`src/rtl/uart_pkg.sv`:
```
`default_nettype none
// ============================================================================
//  Module      : uart_pkg
//  Description : Shared constants and byte-FSM state encoding for the UART
//                word receiver (oversampling ratio, data width, default
//                baud divider).
//  Revision    : 1.0 - initial release
// ============================================================================
package uart_pkg;

    localparam int OVERSAMPLE   = 16;
    localparam int DATA_BITS    = 8;
    localparam int BAUD_DIV_DEF = 327;

    typedef enum logic [1:0] {
        ST_IDLE  = 2'd0,
        ST_START = 2'd1,
        ST_DATA  = 2'd2,
        ST_STOP  = 2'd3
    } rx_state_e;

endpackage
`default_nettype wire

```
`src/rtl/uart_rx_word_if.sv`:
```
`default_nettype none
// ============================================================================
//  Module      : uart_rx_word_if
//  Description : Valid/ready word handshake between the UART word receiver
//                (master, produces words) and its consumer (slave).
//  Revision    : 1.0 - initial release
// ============================================================================
interface uart_rx_word_if;

    logic        word_valid;
    logic        word_ready;
    logic [31:0] word_data;

    modport master (
        output word_valid,
        output word_data,
        input  word_ready
    );

    modport slave (
        input  word_valid,
        input  word_data,
        output word_ready
    );

endinterface
`default_nettype wire

```
`src/rtl/uart_rx_word_byte.sv`:
```
`default_nettype none
// ============================================================================
//  Module      : uart_rx_byte
//  Description : 8N1 UART byte receiver. Two-flop input synchronizer,
//                free-running oversample tick, 16x oversampling byte FSM.
//                Emits one-cycle byte_valid / frame_err pulses.
//  Revision    : 1.0 - initial release
// ============================================================================
module uart_rx_byte
    import uart_pkg::*;
#(
    parameter int BAUD_DIV = BAUD_DIV_DEF
) (
    input  wire logic       clk,
    input  wire logic       reset,
    input  wire logic       rx_i,
    output logic            byte_valid_o,
    output logic [7:0]      byte_data_o,
    output logic            frame_err_o,
    output logic            tick_o,
    output logic            idle_o
);

    localparam int              CW        = (BAUD_DIV > 1) ? $clog2(BAUD_DIV) : 1;
    localparam logic [CW-1:0]   BAUD_LAST = CW'(BAUD_DIV - 1);
    localparam logic [3:0]      S_MID     = 4'(OVERSAMPLE / 2 - 1);
    localparam logic [3:0]      S_LAST    = 4'(OVERSAMPLE - 1);
    localparam logic [2:0]      N_LAST    = 3'(DATA_BITS - 1);

    logic            rx_meta_q;
    logic            rx_s_q;
    logic [CW-1:0]   tick_cnt_q;
    rx_state_e       state_q;
    logic [3:0]      s_q;
    logic [2:0]      n_q;
    logic [7:0]      shift_q;
    logic            byte_valid_q;
    logic [7:0]      byte_data_q;
    logic            frame_err_q;

    // Bring the asynchronous serial line into the clk domain (idle high).
    always_ff @(posedge clk) begin
        if (!reset) begin
            rx_meta_q <= 1'b1;
            rx_s_q    <= 1'b1;
        end else begin
            rx_meta_q <= rx_i;
            rx_s_q    <= rx_meta_q;
        end
    end

    // Free-running oversample tick divider.
    always_ff @(posedge clk) begin
        if (!reset) begin
            tick_cnt_q <= '0;
        end else if (tick_cnt_q == BAUD_LAST) begin
            tick_cnt_q <= '0;
        end else begin
            tick_cnt_q <= tick_cnt_q + 1'b1;
        end
    end

    assign tick_o = (tick_cnt_q == BAUD_LAST);

    // Byte FSM: start edge is caught on any clk, all bit timing runs on tick.
    always_ff @(posedge clk) begin
        if (!reset) begin
            state_q      <= ST_IDLE;
            s_q          <= '0;
            n_q          <= '0;
            shift_q      <= '0;
            byte_valid_q <= 1'b0;
            byte_data_q  <= '0;
            frame_err_q  <= 1'b0;
        end else begin
            byte_valid_q <= 1'b0;
            frame_err_q  <= 1'b0;
            case (state_q)
                ST_IDLE: begin
                    if (!rx_s_q) begin
                        state_q <= ST_START;
                        s_q     <= '0;
                    end
                end
                ST_START: begin
                    if (tick_o) begin
                        if (s_q == S_MID) begin
                            // A start bit that is gone by mid-bit was a glitch.
                            if (!rx_s_q) begin
                                state_q <= ST_DATA;
                                s_q     <= '0;
                                n_q     <= '0;
                            end else begin
                                state_q <= ST_IDLE;
                            end
                        end else begin
                            s_q <= s_q + 4'd1;
                        end
                    end
                end
                ST_DATA: begin
                    if (tick_o) begin
                        if (s_q == S_LAST) begin
                            shift_q <= {rx_s_q, shift_q[7:1]};
                            s_q     <= '0;
                            if (n_q == N_LAST) begin
                                state_q <= ST_STOP;
                            end else begin
                                n_q <= n_q + 3'd1;
                            end
                        end else begin
                            s_q <= s_q + 4'd1;
                        end
                    end
                end
                ST_STOP: begin
                    if (tick_o) begin
                        if (s_q == S_LAST) begin
                            if (rx_s_q) begin
                                byte_valid_q <= 1'b1;
                                byte_data_q  <= shift_q;
                            end else begin
                                frame_err_q  <= 1'b1;
                            end
                            state_q <= ST_IDLE;
                        end else begin
                            s_q <= s_q + 4'd1;
                        end
                    end
                end
                default: state_q <= ST_IDLE;
            endcase
        end
    end

    assign idle_o       = (state_q == ST_IDLE);
    assign byte_valid_o = byte_valid_q;
    assign byte_data_o  = byte_data_q;
    assign frame_err_o  = frame_err_q;

endmodule
`default_nettype wire

```
`src/rtl/uart_rx_word.sv`:
```
`default_nettype none
// ============================================================================
//  Module      : uart_rx_word
//  Description : UART receiver that reassembles WORD_BYTES bytes (first byte
//                into the MS byte) into a 32-bit word with a valid/ready
//                hand-off, overrun detection and optional idle timeout.
//  Config      : define FRAME_TIMEOUT_EN to build the partial-word idle
//                timeout; otherwise timeout is tied low.
//  Revision    : 1.0 - initial release
// ============================================================================
module uart_rx_word
    import uart_pkg::*;
#(
    parameter int BAUD_DIV      = BAUD_DIV_DEF,
    parameter int WORD_BYTES    = 4,
    parameter int TIMEOUT_TICKS = 320
) (
    input  wire logic       clk,
    input  wire logic       reset,
    input  wire logic       rx,
    output logic            byte_valid,
    output logic [7:0]      byte_data,
    output logic            frame_err,
    output logic            overrun,
    output logic            timeout,
    uart_rx_word_if.master  word_if
);

    localparam int            IW       = (WORD_BYTES > 1) ? $clog2(WORD_BYTES) : 1;
    localparam logic [IW-1:0] IDX_LAST = IW'(WORD_BYTES - 1);

    logic            w_bv;
    logic [7:0]      w_bd;
    logic            w_fe;
    logic            w_tick;
    logic            w_idle;
    logic            w_accept;
    logic            w_tmo_hit;

    logic [31:0]     acc_q;
    logic [IW-1:0]   idx_q;
    logic            word_valid_q;
    logic [31:0]     word_data_q;
    logic            overrun_q;

    uart_rx_byte #(
        .BAUD_DIV (BAUD_DIV)
    ) u_byte (
        .clk          (clk),
        .reset        (reset),
        .rx_i         (rx),
        .byte_valid_o (w_bv),
        .byte_data_o  (w_bd),
        .frame_err_o  (w_fe),
        .tick_o       (w_tick),
        .idle_o       (w_idle)
    );

    assign w_accept = word_valid_q && word_if.word_ready;

    // Word assembly and hand-off; a completion may replace a word accepted in the same clk.
    always_ff @(posedge clk) begin
        if (!reset) begin
            acc_q        <= '0;
            idx_q        <= '0;
            word_valid_q <= 1'b0;
            word_data_q  <= '0;
            overrun_q    <= 1'b0;
        end else begin
            overrun_q <= 1'b0;
            if (w_accept) begin
                word_valid_q <= 1'b0;
            end
            if (w_bv) begin
                acc_q <= {acc_q[23:0], w_bd};
                if (idx_q == IDX_LAST) begin
                    idx_q <= '0;
                    if (!word_valid_q || w_accept) begin
                        word_data_q  <= {acc_q[23:0], w_bd};
                        word_valid_q <= 1'b1;
                    end else begin
                        overrun_q <= 1'b1;
                    end
                end else begin
                    idx_q <= idx_q + 1'b1;
                end
            end else if (w_fe || w_tmo_hit) begin
                idx_q <= '0;
            end
        end
    end

`ifdef FRAME_TIMEOUT_EN
    localparam int            TW       = $clog2(TIMEOUT_TICKS + 1);
    localparam logic [TW-1:0] TMO_LAST = TW'(TIMEOUT_TICKS - 1);

    logic [TW-1:0] tmo_cnt_q;
    logic          timeout_q;

    assign w_tmo_hit = w_tick && w_idle && (idx_q != '0) && (tmo_cnt_q == TMO_LAST)
                       && !w_bv && !w_fe;

    // Idle-tick counter that abandons a stalled partial word.
    always_ff @(posedge clk) begin
        if (!reset) begin
            tmo_cnt_q <= '0;
            timeout_q <= 1'b0;
        end else begin
            timeout_q <= w_tmo_hit;
            if (w_bv || (idx_q == '0) || w_tmo_hit) begin
                tmo_cnt_q <= '0;
            end else if (w_tick && w_idle) begin
                tmo_cnt_q <= tmo_cnt_q + 1'b1;
            end
        end
    end

    assign timeout = timeout_q;
`else
    logic w_unused_tmo;

    assign w_tmo_hit    = 1'b0;
    assign timeout      = 1'b0;
    assign w_unused_tmo = w_tick ^ w_idle ^ (TIMEOUT_TICKS == 0);
`endif

    assign byte_valid         = w_bv;
    assign byte_data          = w_bd;
    assign frame_err          = w_fe;
    assign overrun            = overrun_q;
    assign word_if.word_valid = word_valid_q;
    assign word_if.word_data  = word_data_q;

endmodule
`default_nettype wire

```
`src/flat_wrapper.sv`:
```
// flat-port wrapper written by rule: the top's interface ports become plain ports
module uart_rx_word_flat import uart_pkg::*;
#(
    parameter int BAUD_DIV      = BAUD_DIV_DEF,
    parameter int WORD_BYTES    = 4,
    parameter int TIMEOUT_TICKS = 320
)
  (clk, reset, rx, byte_valid, byte_data, frame_err, overrun, timeout, word_if_word_valid, word_if_word_data, word_if_word_ready);
  uart_rx_word_if word_if_i ();
  input  wire logic clk;
  input  wire logic reset;
  input  wire logic rx;
  output logic byte_valid;
  output logic [7:0] byte_data;
  output logic frame_err;
  output logic overrun;
  output logic timeout;
  output wire logic [$bits(word_if_i.word_valid)-1:0] word_if_word_valid;
  output wire logic [$bits(word_if_i.word_data)-1:0] word_if_word_data;
  input wire logic [$bits(word_if_i.word_ready)-1:0] word_if_word_ready;
  assign word_if_word_valid = word_if_i.word_valid;
  assign word_if_word_data = word_if_i.word_data;
  assign word_if_i.word_ready = word_if_word_ready;
  uart_rx_word #(.BAUD_DIV(BAUD_DIV), .WORD_BYTES(WORD_BYTES), .TIMEOUT_TICKS(TIMEOUT_TICKS)) u_core (.clk(clk), .reset(reset), .rx(rx), .byte_valid(byte_valid), .byte_data(byte_data), .frame_err(frame_err), .overrun(overrun), .timeout(timeout), .word_if(word_if_i));
endmodule
```
`config.mk`:
```
export PLATFORM = sky130hd
export DESIGN_NAME = uart_rx_word_flat
export DESIGN_NICKNAME = d
export VERILOG_FILES = /design/src/rtl/uart_pkg.sv /design/src/rtl/uart_rx_word_if.sv /design/src/rtl/uart_rx_word_byte.sv /design/src/rtl/uart_rx_word.sv /design/src/flat_wrapper.sv
export SDC_FILE = /design/constraint.sdc
export NUM_CORES = 1
export LEC_CHECK = 0
export BUFFER_PORTS_ARGS = -buffer_cell sky130_fd_sc_hd__buf_2
export CAP_MARGIN = 20
export CORE_MARGIN = 2
export CORE_UTILIZATION = 30
export CTS_CLUSTER_DIAMETER = 200
export DETAILED_ROUTE_END_ITERATION = 10
export SLEW_MARGIN = 25
export SYNTH_ARGS = -nofsm -noshare
export SYNTH_HDL_FRONTEND = slang
export SYNTH_SLANG_ARGS = --single-unit
```
`constraint.sdc`:
```
create_clock -name clk -period 5.2 [get_ports clk]
set_input_delay 0.52 -clock clk [delete_from_list [all_inputs] [get_ports clk]]
set_output_delay 0.52 -clock clk [all_outputs]
set_load 0.005 [all_outputs]
```
==> run metrics <==
status=complete, no violations; register area share after synthesis=0.523; worst hold path class=in2reg; Post-synth top cells=dfxtp_1 (98), nand2_1 (77), nor2_1 (57); die area=13400 µm²; initial antenna violation count=0; Hold-fix buffers, CTS=0; worst path required time=5470 ps; largest net degree at the start of global routing=42; Worst-path clk slew=70 ps; Final setup viols=0; die height=116 µm; Multi-input gate area=1660 µm²; Async S/R FF share, synth=0; clk sinks=98; CTS tree=yes; drc violations=0; synthesized flop and latch total=98; Worst Path Max Fanout=32; Vias/cell=4.55; Worst-Margin Slew=848 ps; share of the synthesized area in the top cell type=0.523; crit start category=register; core area=12100 µm²; total number of vias=2823; pwr dens=319 nW/µm²; RSZ-0062 raised after global routing=no; WP data arrival=2410 ps; mapped cell area=3750 µm²; Netlist cell types=39; root buf cell=clkbuf_16; minimum clock period=2140 ps; number of max-cap violations=0; final clock skew=6.65 ps; worst-skew pair later-pin latency=340 ps; first-pass GRT wire length=12300 µm; Synth Area per Inst=9.03 µm²; Leakage Power=1.62 nW; Wirelength per Cell=11.8 µm; initial drt markers=193; Setup Fix Bufs, Post-CTS=0; Highest Clock Rate=0.467 GHz; Synth area leader=dfxtp_1; routed wire length=7330 µm; post-route ant nets=0; Hold Violations, Final=0; Die X=116 µm; Final period util=0.412; Initial Util=0.310; Max clock buf depth=2; FF/Latch Area=1960 µm²; area delta synth->final=17.0%; Synth Net Count=425; Post-synth EDFFs=0; Ys Warns=0; Num CTS Buffers=9; TNS Setup=0 ps; IO buf count=47; H-tree levels=3; Rows=40; Worst Path Class, Setup=reg2reg; Post-synth top flop=dfxtp_1; VDD IR-drop max=0.138 mV; share of cells above drive strength 1=0.162; nets=457; DP Wirelength=5020 µm; vias in the first global route=2610; Rel. slew slack=0.435; crit path capture type=register; Pins Over Slew Limit=0; Congestion Overflow GR=0; FILL cells=1267; cell with the most instances after synthesis=dfxtp_1; diode count=0; IO Pins=49; GR Util All Layers=0.116; Mapped Cells=415; Post-CTS Resized=0; Area contributors post-synth=dfxtp_1 (52%), mux2i_1 (11%), nand2_1 (7.7%), nor2_1 (5.7%), a21oi_1 (5.2%); Pwr Total=1.40 mW; placer's final routability congestion estimate=0.771; DR pass1 iterations=4
==> state kept, by name (all words and copies together) (netlist names), named ones only <==
name                        count
u_core.word_if.word_data       32
u_core.acc_q                   24
u_core.u_byte.tick_cnt_q        9
u_core.u_byte.byte_data_o       8
u_core.u_byte.shift_q           8
u_core.u_byte.s_q               4
u_core.u_byte.n_q               3
u_core.idx_q                    2
u_core.overrun                  1
u_core.u_byte.byte_valid_o      1
u_core.u_byte.frame_err_o       1
u_core.u_byte.rx_meta_q         1
u_core.u_byte.rx_s_q            1
u_core.u_byte.state_q           1
u_core.word_if.word_valid       1
==> worst max-delay path, stage by stage (launching register included) <==
cell and delay (ps):
dfxtp_2 890, nand2_1 260, nor2b_4 610, nand2_1 150, a21oi_1 150
==> logic make-up (layout without fill, tap and decap cells) <==
kind of cell / count (synthesis) / count (layout) / share of synthesized area
simple gates: 174 / 174 / 0.209
buf+inv: 34 / 71 / 0.0370
fa+ha+maj: 6 / 6 / 0.0200
flops: 98 / 98 / 0.523
compound gates: 50 / 50 / 0.0734
other cells: 1 / 1 / 0.00100
xor+xnor: 9 / 9 / 0.0210
mux: 43 / 43 / 0.115
==> report_power, final <==
| part | internal, mW | switching [mW] |
|---|---|---|
| Sequential | 0.753 | 0.00373 |
| Clock | 0.337 | 0.278 |
| Combinational | 0.00720 | 0.0176 |
| Total | 1.10 | 0.299 |
==> final timing paths <==
kind	depth (start not counted)	end	slack, ps	start
hold reg to reg	1	u_core.u_byte.rx_s_q	410	u_core.u_byte.rx_meta_q
setup / recovery	4	u_core.word_if.word_data[28]	3060	u_core.u_byte.byte_valid_o
hold / removal	2	u_core.u_byte.rx_meta_q	360	rx
setup reg to reg	4	u_core.word_if.word_data[28]	3060	u_core.u_byte.byte_valid_o
==> cell usage in the layout, fill, tap and decap left out, types with 2 or more instances in the layout <==
cell type	instances
clkbuf_16	9
clkinvlp_4	2
a221oi_1	2
nand2b_1	4
xor2_1	5
a21oi_1	39
clkinv_2	2
nor3_1	4
mux2i_1	43
inv_1	6
nand3_1	11
nand4_1	2
ha_1	6
nor2_1	57
xnor2_1	4
clkinv_4	2
or3_1	3
nor4_1	2
o22ai_1	4
dfxtp_1	97
nand2_1	77
buf_2	47
nor4_4	2
==> per-layer routing <==
layer  GRT usage  part of all wire  up-vias
met1       0.148              0.49     1326
met5           0                 0        -
met2       0.188              0.47       37
li1            -                 -     1452
met3      0.0314             0.030        8
met4      0.0437             0.012        0
==> per-stage QoR <==
stage	util	cells	setup WS, ps	hold slack (ps)	cell area [µm²]
floorplan	-	415	3300	386	3750
global placement	0.338	604	2680	396	4090
detailed placement	0.339	604	3050	404	4100
CTS	0.362	620	3030	356	4380
global route	0.362	620	2810	373	4380
finish	0.362	620	3060	363	4380
==> area by class of cell <==
type | count | area share
Inverter | 7 | 0.00599
Timing Repair Buffer | 48 | 0.0554
Multi-Input combinational cell | 283 | 0.379
Clock buffer | 10 | 0.0545
Clock inverter | 6 | 0.00970
Tap cell | 168 | 0.0479
Sequential cell | 98 | 0.448
No activity file was read; power rests on OpenSTA's default activity.
